==> src/rtl/mmio_uart_tx.sv <==
// Memory-mapped 8N1 UART transmitter: DATA/STATUS/DIVISOR registers, a small
// TX FIFO, and a serialiser FSM that sends queued bytes back to back.
module mmio_uart_tx #(
   parameter logic [31:0] BASE_ADDR   = 32'h0000_1000,
   parameter logic [15:0] DEFAULT_DIV = 16'd104,
   parameter int unsigned FIFO_DEPTH  = 4
) (
   input  logic        clk,
   input  logic        rst,
   input  logic [31:0] addr,
   input  logic [2:0]  write_enable,
   input  logic [31:0] data_in,
   output logic [31:0] data_out,
   output logic        tx
);

   localparam int unsigned PTR_W = (FIFO_DEPTH > 1) ? $clog2(FIFO_DEPTH) : 1;
   localparam int unsigned CNT_W = $clog2(FIFO_DEPTH + 1);

   typedef enum logic [1:0] {
      IDLE  = 2'd0,
      START = 2'd1,
      DATA  = 2'd2,
      STOP  = 2'd3
   } state_t;

   state_t             state;
   logic [7:0]         fifo_mem [FIFO_DEPTH];
   logic [PTR_W-1:0]   wptr;
   logic [PTR_W-1:0]   rptr;
   logic [CNT_W-1:0]   count;
   logic               overflow;
   logic [15:0]        div;
   logic [15:0]        div_lat;
   logic [15:0]        cyc_cnt;
   logic [2:0]         bit_cnt;
   logic [7:0]         shift;

   logic               hit_c;
   logic [1:0]         off_c;
   logic               wr_c;
   logic               push_c;
   logic               push_ok_c;
   logic               pop_c;
   logic               full_c;
   logic               empty_c;
   logic               cyc_end_c;
   logic               busy_c;
   logic [31:0]        rd_c;
   logic               unused_c;

   // Address decode, FIFO handshake and read mux
   always_comb begin
      hit_c     = (addr[31:4] == BASE_ADDR[31:4]);
      off_c     = addr[3:2];
      wr_c      = hit_c && (write_enable != 3'b000);
      push_c    = wr_c && (off_c == 2'd0);
      full_c    = (count == CNT_W'(FIFO_DEPTH));
      empty_c   = (count == CNT_W'(0));
      cyc_end_c = (cyc_cnt == (div_lat - 16'd1));
      busy_c    = (state != IDLE);
      pop_c     = !empty_c && ((state == IDLE) || ((state == STOP) && cyc_end_c));
      push_ok_c = push_c && (!full_c || pop_c);
      rd_c      = 32'd0;
      case (off_c)
         2'd1:    rd_c = {23'd0, 5'(count), overflow, empty_c, full_c, busy_c};
         2'd2:    rd_c = {16'd0, div};
         default: rd_c = 32'd0;
      endcase
      unused_c  = ^{addr[1:0], data_in[31:16]};
   end

   // FIFO storage; contents need no reset since count gates every read
   always_ff @(posedge clk) begin
      if (push_ok_c) fifo_mem[wptr] <= data_in[7:0];
   end

   // Registers, FIFO pointers and serialiser FSM
   always_ff @(posedge clk) begin
      if (rst) begin
         state    <= IDLE;
         wptr     <= '0;
         rptr     <= '0;
         count    <= '0;
         overflow <= 1'b0;
         div      <= DEFAULT_DIV;
         div_lat  <= 16'd1;
         cyc_cnt  <= 16'd0;
         bit_cnt  <= 3'd0;
         shift    <= 8'd0;
         tx       <= 1'b1;
         data_out <= 32'd0;
      end else begin
         data_out <= (hit_c && (write_enable == 3'b000)) ? rd_c : 32'd0;

         if (push_c && full_c && !pop_c) begin
            overflow <= 1'b1;
         end else if (wr_c && (off_c == 2'd1) && data_in[3]) begin
            overflow <= 1'b0;
         end

         if (wr_c && (off_c == 2'd2)) begin
            if (write_enable == 3'b100) begin
               div[7:0] <= data_in[7:0];
            end else if ((write_enable == 3'b010) || (write_enable == 3'b001)) begin
               div <= data_in[15:0];
            end
         end

         if (push_ok_c) wptr <= wptr + PTR_W'(1);
         if (pop_c)     rptr <= rptr + PTR_W'(1);
         case ({push_ok_c, pop_c})
            2'b10:   count <= count + CNT_W'(1);
            2'b01:   count <= count - CNT_W'(1);
            default: count <= count;
         endcase

         // A pop always starts a frame; the divisor is frozen for its duration
         if (pop_c) begin
            state   <= START;
            shift   <= fifo_mem[rptr];
            div_lat <= (div == 16'd0) ? 16'd1 : div;
            cyc_cnt <= 16'd0;
            bit_cnt <= 3'd0;
            tx      <= 1'b0;
         end else begin
            case (state)
               IDLE: begin
                  tx <= 1'b1;
               end
               START: begin
                  if (cyc_end_c) begin
                     state   <= DATA;
                     cyc_cnt <= 16'd0;
                     tx      <= shift[0];
                  end else begin
                     cyc_cnt <= cyc_cnt + 16'd1;
                  end
               end
               DATA: begin
                  if (cyc_end_c) begin
                     cyc_cnt <= 16'd0;
                     if (bit_cnt == 3'd7) begin
                        state <= STOP;
                        tx    <= 1'b1;
                     end else begin
                        bit_cnt <= bit_cnt + 3'd1;
                        shift   <= shift >> 1;
                        tx      <= shift[1];
                     end
                  end else begin
                     cyc_cnt <= cyc_cnt + 16'd1;
                  end
               end
               STOP: begin
                  if (cyc_end_c) begin
                     state   <= IDLE;
                     cyc_cnt <= 16'd0;
                     tx      <= 1'b1;
                  end else begin
                     cyc_cnt <= cyc_cnt + 16'd1;
                  end
               end
               default: begin
                  state <= IDLE;
                  tx    <= 1'b1;
               end
            endcase
         end
      end
   end

endmodule

==> config.mk <==
export PLATFORM = sky130hd
export DESIGN_NAME = mmio_uart_tx
export DESIGN_NICKNAME = d
export VERILOG_FILES = /design/src/rtl/mmio_uart_tx.sv
export SDC_FILE = /design/constraint.sdc
export NUM_CORES = 1
export LEC_CHECK = 0
export CORE_ASPECT_RATIO = 0.5
export CORE_UTILIZATION = 55
export CTS_CLUSTER_SIZE = 20
export DETAILED_ROUTE_END_ITERATION = 12
export DONT_BUFFER_PORTS = 1
export GPL_TIMING_DRIVEN = 0
export PLACE_DENSITY_LB_ADDON = 0.25
export SYNTH_ARGS = -nofsm -noshare
export SYNTH_HDL_FRONTEND = slang
export SYNTH_SLANG_ARGS = --single-unit
export TNS_END_PERCENT = 10
==> constraint.sdc <==
create_clock -name clk -period 11 [get_ports clk]
set_input_delay 1.65 -clock clk [delete_from_list [all_inputs] [get_ports clk]]
set_output_delay 1.65 -clock clk [all_outputs]
set_load 0.005 [all_outputs]
==> results of run 1 <==
-- sequential cells by signal, summed over array words and instances, names as in the netlist, named ones only --
| name | flops |
|---|---|
| fifo_mem | 32 |
| cyc_cnt | 16 |
| data_out | 16 |
| div | 16 |
| div_lat | 16 |
| shift | 8 |
| bit_cnt | 3 |
| count | 3 |
| rptr | 2 |
| state | 2 |
| wptr | 2 |
| overflow | 1 |
| tx | 1 |
-- kinds of logic (layout without fill, tap and decap cells) --
family,Yosys count,after routing,share of synthesized area
multiplexers,26,26,0.0627
adder cells (fa/ha/maj),19,19,0.0427
buffers and inverters,63,95,0.0542
XOR/XNOR,39,39,0.0594
AO/OA/AOI/OAI,89,89,0.114
flip-flops,120,120,0.474
other,1,16,0.000652
AND/OR/NAND/NOR,205,205,0.193
-- area by class of cell --
type	instances	area (µm²)
Buffer	41	229
Clock buffer	17	425
Clock inverter	15	130
Fill cell	778	3260
Inverter	22	82.6
Multi-Input combinational cell	394	2770
Sequential cell	120	2720
Tap cell	135	169
-- worst register-to-register path, stage by stage, from the launching register on --
cell       delay [ps]
dfxtp_1           370
inv_1              80
ha_1              170
nor3b_2           390
a31oi_1           130
or3_1             350
a21oi_1           260
and4_4            320
a31oi_4           170
nor2_1            500
nand2_1           140
fa_1              550
nor3_1             60
a2111oi_0         520
a2111oi_2         100
-- through the flow --
stage,util,instance area (µm²)
final,0.667,6530
after floorplan,-,5800
after global placement,0.610,5970
after CTS,0.667,6530
after global routing,0.667,6530
after detailed placement,0.610,5970
-- Yosys cell counts, types with 4 or more instances --
| cell type | count | area [µm²] |
|---|---|---|
| and3_1 | 13 | 81.3 |
| o21ai_0 | 13 | 65.1 |
| mux2i_1 | 18 | 180 |
| nor2b_1 | 4 | 25.0 |
| o31ai_1 | 4 | 30.0 |
| xnor2_1 | 22 | 193 |
| nand3b_1 | 4 | 30.0 |
| clkbuf_1 | 14 | 52.6 |
| a22oi_1 | 7 | 52.6 |
| buf_1 | 4 | 15.0 |
| nand4_1 | 12 | 75.1 |
| nor3_1 | 9 | 45.0 |
| and2_1 | 7 | 43.8 |
| or3_1 | 5 | 31.3 |
| nor4_1 | 17 | 106 |
| dfxtp_1 | 88 | 1760 |
| xor2_1 | 17 | 149 |
| buf_4 | 16 | 120 |
| a22o_1 | 11 | 96.3 |
| mux4_2 | 8 | 180 |
| o221ai_1 | 7 | 61.3 |
| nor2_1 | 56 | 210 |
| edfxtp_1 | 32 | 961 |
| ha_1 | 18 | 225 |
| inv_1 | 21 | 78.8 |
| buf_2 | 6 | 30.0 |
| nand2_1 | 27 | 101 |
| a21oi_1 | 21 | 105 |
| nand3_1 | 28 | 140 |
-- cells in the final DEF, fill, tap and decap left out, drive strengths merged, types with 21 or more instances in the layout --
master,instances
a21oi,21
xnor2,22
buf,27
inv,23
nand3,28
dfxtp,88
nand2,27
nor2,57
edfxtp,32
clkbuf,31
-- worst max path at each step --
stage,startpoint,to,slack [ps],depth (start not counted)
detailed placement,div_lat[0],count[1],6730,14
floorplan,div_lat[0],count[1],7380,14
global route,div_lat[0],count[1],6460,14
finish,div_lat[0],count[1],6730,14
global placement,div_lat[0],count[1],6810,14
CTS,div_lat[0],count[1],6730,14
-- layer usage --
metal  part of all wire  GRT usage
met5                  0          0
met1               0.46      0.320
met3              0.068     0.0675
met2               0.46      0.411
met4             0.0080     0.0984
-- power by group --
| group | switching, mW | leakage, nW | internal, mW |
|---|---|---|---|
| registers | 0.000769 | 0.996 | 0.454 |
| logic | 0.0185 | 1.19 | 0.0108 |
| clock network | 0.208 | 0.259 | 0.310 |
| total | 0.227 | 2.45 | 0.774 |
==> impl_metrics.ini, run 1 <==
[status]
status = completed

[synth]
syn_area_um2 = 5750
seq_area_frac_synth = 0.474
synth_edf_count = 32
synth_cell_types = 71
synthCells = 562
ys_ff_latch = 120
ys.flop_type = dfxtp_1
async_reset_ff_frac = 0
postSynthAreaPerCell_um2 = 10.2
yosys_warnings = 0

[power_and_ir_drop]
p_leak_nw = 2.45
p_total_mw = 1.00
ir_worst_vdd_v = 0.000100
power.density_nw_per_um2 = 153

[place]
portBuffers = 0
dp_slack_ps = 6730
place_inst = 712
dpl.hpwl_um = 9200
gp_congestion = 0.856

[worst_setup_path]
worst-setup-path-type = reg2reg
crit_arrival_ps = 4540
reg2reg_slack_ps = 6730
crit_chain = inv_1, ha_1, nor3b_2, a31oi_1, or3_1, a21oi_1, and4_4, a31oi_4, nor2_1, nand2_1, fa_1, nor3_1, a2111oi_0, a2111oi_2
cp-end-kind = flop
crit_path_start_kind = flop
slowest_stage = fa_1
timing.rr.start = div_lat[0]
rr_worst_depth = 14
cp.buffers_inverters = 1
reg2reg_to = count[1]
max_stage_delay_ps = 550
critPathRequiredTime_ps = 11270
cp_max_fo = 9
critical-path-top-delay-family = simple AND/OR/NAND/NOR gates

[clock_tree]
htreeDepth = 4
clk_path_buf_depth = 2
cts_buffers = 17
post-cts-setup-buffers = 0
hold_buffers = 0
clock_sinks = 120
clkLatencyLatePin_ps = 410
clkTransAtPathRegs_ps = 60
post_cts_resized = 0
clock-root-buffer = clkbuf_16
tritoncts = done

[timing]
post-route-period-util = 0.388
finalHoldViolCount = 0
maxSlewViolCount = 0
worst_clock_skew_ps = 7.65
tightest_slew_ps = 823
slew_headroom = 0.450
period_needed_ps = 4270
max_freq_ghz = 0.234
fin_tns_setup_ps = 0
worst_slack_ps = 6730
hold_slack_ps = 480
rsz0062_at_grt = no
finalSetupViolations = 0

[global_route]
first_global_vias = 4211
grt_max_degree = 17
antenna_found_initial = 0
grt-ovfl-total = 0
grt_usage = 0.249
grt_pass1_wl_um = 20600

[min_path]
worstHoldStart = overflow
whs_path_depth = 2
hp-class = reg2reg
min_to = overflow

[final_layout]
instances_no_fill = 744
drive_gt1_frac = 0.128
num_antenna_cells = 0
areaGrowthSynthToFinish_pct = 13.6
nNetsFinal = 684

[die]
io_pins = 102
start_util = 0.587
dieArea_um2 = 10900
dieWidth_um = 147
core.rowCount = 25
fp.dieH_um = 74.3
coreArea_um2 = 9790

[routing]
drt-pass1-iter-count = 5
vias_per_cell = 5.83
drt_iter0_drc = 366
drt-wirelength-per-cell_um = 17.2
ant_nets = 0
num_vias = 4334
wl_um = 12800
drc = 0

[flow_run]
drv_cap = 0
Power figures use the tool's default switching activity.
==> run 2: changes to the inputs <==
==> constraint.sdc (replaced) <==
create_clock -name clk -period 3.8 [get_ports clk]
set_input_delay 0.57 -clock clk [delete_from_list [all_inputs] [get_ports clk]]
set_output_delay 0.57 -clock clk [all_outputs]
set_load 0.005 [all_outputs]
==> run 2 against run 1 <==
  * Clock skew is 1.1 ps lower
  * Register-to-register slack got worse by 6500 ps
  * Cell count is 0.27% higher
  * Largest cell class unchanged
  * Highest routed layer unchanged
==> impl_metrics.ini, run 2 (synthesis results as in run 1) <==
[global_route]
grt_usage = 0.250
grt-ovfl-total = 0
antenna_found_initial = 0
grt_pass1_wl_um = 20600
first_global_vias = 4220
grt_max_degree = 17

[die]
dieWidth_um = 147
dieArea_um2 = 10900
io_pins = 102
start_util = 0.587
fp.dieH_um = 74.3
coreArea_um2 = 9790
core.rowCount = 25

[timing]
maxSlewViolCount = 0
slew_headroom = 0.455
rsz0062_at_grt = no
tightest_slew_ps = 814
max_freq_ghz = 0.278
period_needed_ps = 3600
worst_clock_skew_ps = 6.57
worst_slack_ps = 198
finalSetupViolations = 0
finalHoldViolCount = 0
post-route-period-util = 0.948

[routing]
drc = 0
drt-pass1-iter-count = 5
num_vias = 4370
vias_per_cell = 5.86
wl_um = 12900
drt-wirelength-per-cell_um = 17.2
drt_iter0_drc = 421
ant_nets = 0

[final_layout]
n_fill_cell = 768
instances_no_fill = 746
final_cell_mix = dfxtp_1, nor2_1, edfxtp_1
regArea_um2 = 2720
nNetsFinal = 686
num_antenna_cells = 0
areaGrowthSynthToFinish_pct = 14.5
multi_input_area_um2 = 2810
drive_gt1_frac = 0.139
final_area_um2 = 6580
largest_reg_flops = 32
layout_commonest_cell = dfxtp_1
regMostFlops = fifo_mem

[worst_setup_path]
cp_max_fo = 9
critical-path-top-delay-family = simple AND/OR/NAND/NOR gates
cp-end-kind = flop
crit_arrival_ps = 3870
worst-setup-path-type = reg2reg
critPathRequiredTime_ps = 4070
cp.buffers_inverters = 1
path_common_cell = a2111oi_2
crit_chain = inv_1, ha_1, nor3b_4, and4_1, or3_1, a21oi_2, and4_4, a31oi_4, nor2_4, nand2_1, fa_1, nor3_2, a2111oi_2, a2111oi_2
max_stage_delay_ps = 560
slowest_stage = fa_1
crit_path_start_kind = flop

[clock_tree]
htreeDepth = 4
clock-root-buffer = clkbuf_16
cts_buffers = 17
clock_sinks = 120
clkTransAtPathRegs_ps = 60
tritoncts = done
hold_buffers = 0
clkLatencyLatePin_ps = 410
clk_path_buf_depth = 2

[place]
place_area_um2 = 5970
portBuffers = 0
place_inst = 712
gp_congestion = 0.856
dp_slack_ps = -469
dpl.hpwl_um = 9200

[power_and_ir_drop]
power.density_nw_per_um2 = 440
pwr-share-comb = 0.029
ir_worst_vdd_v = 0.000287
p_total_mw = 2.89
p_clk_frac = 0.516
switching_share = 0.226
intPower_mw = 2.24
p_leak_nw = 2.46
power.switching_mw = 0.653
seqPwrFrac = 0.455

[min_path]
hp-class = in2reg

[flow_run]
drv_cap = 0

[status]
status = completed
==> run 2: cell types whose count changed in the layout (fill, tap and decap cells not counted), sizes merged <==
cell  delta
buf      +2
==> run 2: cell type report <==
class	count	area share
multi-input cells	394	0.426
clock inverters	15	0.0198
repair buffers	2	0.00228
plain buffers	41	0.0348
flip-flops and latches	120	0.414
clock buffers	17	0.0647
inverters	22	0.0126
well taps	135	0.0257
==> run 2: worst reg2reg max path: cells and delay by family (launching register included) <==
family	cells	cell delay [ps]
compound gates	4	860
buf+inv	1	70
simple gates	7	1300
fa+ha+maj	2	780
flops	1	450
==> run 2: path summary, 6_finish.rpt <==
path              start             end  slack (ps)  cells past startpoint
max          div_lat[0]        count[1]         200                     14
min reg2reg    shift[7]        shift[7]         490                      2
min          data_in[6]  fifo_mem[1][6]         250                      0
max reg2reg  div_lat[0]        count[1]         200                     14
==> run 2: power groups by stage <==
stage	combinational, mW	sequential, mW	clock [mW]
floorplan	0.0650	1.34	0
global placement	0.0816	1.34	0
detailed placement	0.0825	1.34	0
CTS	0.0836	1.32	1.50
global route	0.0928	1.32	1.57
finish	0.0853	1.32	1.49
==> run 2: through the flow <==
step / setup TNS, ps / hold WS [ps] / utilization
floorplan: 0 / 432 / -
global placement: -560 / 441 / 0.610
detailed placement: -683 / 466 / 0.610
CTS: 0 / 241 / 0.669
global route: 0 / 230 / 0.672
finish: 0 / 251 / 0.672
==> run 2: per-layer routing <==
metal | vias up | GRT usage | part of all wire
li1 | 2093 | - | -
met1 | 2117 | 0.320 | 0.45
met2 | 150 | 0.411 | 0.47
met3 | 10 | 0.0669 | 0.075
met4 | 0 | 0.103 | 0.0081
met5 | - | 0 | 0
==> run 2: what timing repair did <==
| item | CTS | global route |
|---|---|---|
| pin swaps | 1 | 1 |
| setup buffers | 1 | 1 |
| endpoints found under the hold margin | 0 | 0 |
| endpoints found under the setup margin | 2 | 1 |
| resized for setup | 4 | 4 |
==> run 3: changes to the inputs <==
--- a/config.mk
+++ b/config.mk
@@ -11,7 +11,7 @@
 export DETAILED_ROUTE_END_ITERATION = 12
 export DONT_BUFFER_PORTS = 1
 export GPL_TIMING_DRIVEN = 0
-export PLACE_DENSITY_LB_ADDON = 0.25
+export PLACE_DENSITY = 0.7
 export SYNTH_ARGS = -nofsm -noshare
 export SYNTH_HDL_FRONTEND = slang
 export SYNTH_SLANG_ARGS = --single-unit
==> constraint.sdc (replaced) <==
create_clock -name clk -period 3.75 [get_ports clk]
set_input_delay 0.5625 -clock clk [delete_from_list [all_inputs] [get_ports clk]]
set_output_delay 0.5625 -clock clk [all_outputs]
set_load 0.005 [all_outputs]
==> run 3 against run 2 <==
  * Sequential power about the same
  * Via count down 1.2%
  * Count of clock-buffer cells in the layout is the same
  * Fmax rose by 0.38%
  * Non-clock buffer count stayed put
  * Critical path type unchanged
  * Sequential share of layout area shrank 0.052 points
  * Total power up 0.83%
==> impl_metrics.ini, run 3 (synthesis results as in run 1) <==
[worst_setup_path]
cp-startpoint = div_lat[1]
cp_max_fo = 9
reg2reg_to = count[1]
timing.rr.start = div_lat[1]
crit_path_start_kind = flop
cp-end-kind = flop
reg2reg_slack_ps = 160
critPathRequiredTime_ps = 4060
rr_worst_depth = 15
crit_arrival_ps = 3890
worst-setup-path-type = reg2reg

[final_layout]
areaGrowthSynthToFinish_pct = 14.6
drive_gt1_frac = 0.142
n_fill_cell = 770
largest_reg_flops = 32
multi_input_area_um2 = 2820
nNetsFinal = 686
regArea_um2 = 2720
num_antenna_cells = 0
final_cell_mix = dfxtp_1, nor2_1, edfxtp_1
layout_commonest_cell = dfxtp_1
regMostFlops = fifo_mem

[clock_tree]
tritoncts = done
htreeDepth = 4
cts_buffers = 17
clkTransAtPathRegs_ps = 60
hold_buffers = 0
clock_sinks = 120
clock-root-buffer = clkbuf_16
clkLatencyLatePin_ps = 400
clk_path_buf_depth = 2

[min_path]
whs_path_depth = 0
hp-class = in2reg
worstHoldStart = data_in[7]
min_to = fifo_mem[2][7]

[power_and_ir_drop]
ir_worst_vdd_v = 0.000334
p_leak_nw = 2.47
power.density_nw_per_um2 = 443

[global_route]
grt_usage = 0.246
antenna_found_initial = 0
grt_pass1_wl_um = 20300
grt_max_degree = 17
first_global_vias = 3913
grt-ovfl-total = 0

[routing]
num_vias = 4317
drt-wirelength-per-cell_um = 17.0
vias_per_cell = 5.79
drt_iter0_drc = 328
drt-pass1-iter-count = 6
ant_nets = 0
drc = 0
wl_um = 12700

[place]
gp_congestion = 0.855
portBuffers = 0
dp_slack_ps = -571
dpl.hpwl_um = 9010

[timing]
worst_slack_ps = 162
worst_clock_skew_ps = 9.63
finalSetupViolations = 0
slew_headroom = 0.431
hold_slack_ps = 250
finalHoldViolCount = 0
max_freq_ghz = 0.279
period_needed_ps = 3590
post-route-period-util = 0.957
maxSlewViolCount = 0
tightest_slew_ps = 851

[die]
io_pins = 102
dieWidth_um = 147
coreArea_um2 = 9790
start_util = 0.587
core.rowCount = 25
fp.dieH_um = 74.3
dieArea_um2 = 10900

[status]
status = completed

[flow_run]
drv_cap = 0
[run 3: changes by cell type in the layout (fill, tap and decap cells not counted), sizes merged]
cell | before | now
clkinvlp | 5 | 3
clkinv | 8 | 10
[run 3: layout make-up]
type | count | share of cell area
plain buffers | 41 | 0.0347
clock buffers | 17 | 0.0646
clock inverters | 15 | 0.0196
inverters | 22 | 0.0125
multi-input cells | 394 | 0.427
flip-flops and latches | 120 | 0.413
well taps | 135 | 0.0256
repair buffers | 2 | 0.00228
[run 3: power by group]
part	switching [mW]	internal (mW)	leakage (nW)
sequential	0.00229	1.33	0.996
combinational	0.0545	0.0317	1.21
clock	0.590	0.909	0.267
total	0.646	2.27	2.47
[run 3: worst max path at each step]
stage          endpoint
6_report       count[1]
5_1_grt        count[1]
4_1_cts        count[1]
3_5_place_dp   count[1]
3_3_place_gp   count[1]
2_1_floorplan  count[1]
[run 3: critical path: stages, from the launching register on]
cell and delay (ps):
dfxtp_1 360, inv_1 80, ha_1 170, nor3b_4 310
buf_4 180, nand2_1 60, xnor2_1 190, nor4_4 310
and4_4 300, a31oi_4 180, nor2_4 150, nand2_1 80
fa_2 470, nor3_2 230, a2111oi_2 80, a2111oi_2 340
[run 3: per-stage QoR]
step / power, mW / utilization / std cells / TNS, ps / area, µm²
floorplan: 1.43 / - / 577 / 0 / 5800
global placement: 1.44 / 0.610 / 712 / -710 / 5970
detailed placement: 1.44 / 0.610 / 712 / -873 / 5970
CTS: 2.94 / 0.670 / 746 / 0 / 6560
global route: 3.02 / 0.673 / 746 / -18.6 / 6590
finish: 2.92 / 0.673 / 746 / 0 / 6590
[run 3: repair_timing]
item,in CTS,in global routing
endpoints found under the setup margin,2,2
resized for setup,5,6
pin swaps,1,2
setup buffers,2,0
[run 3: routing by layer]
metal,vias up,global-route usage,share of wire
met2,141,0.382,0.44
met4,0,0.0694,0.0070
met1,2064,0.335,0.48
met5,-,0,0
met3,10,0.0785,0.070
li1,2102,-,-
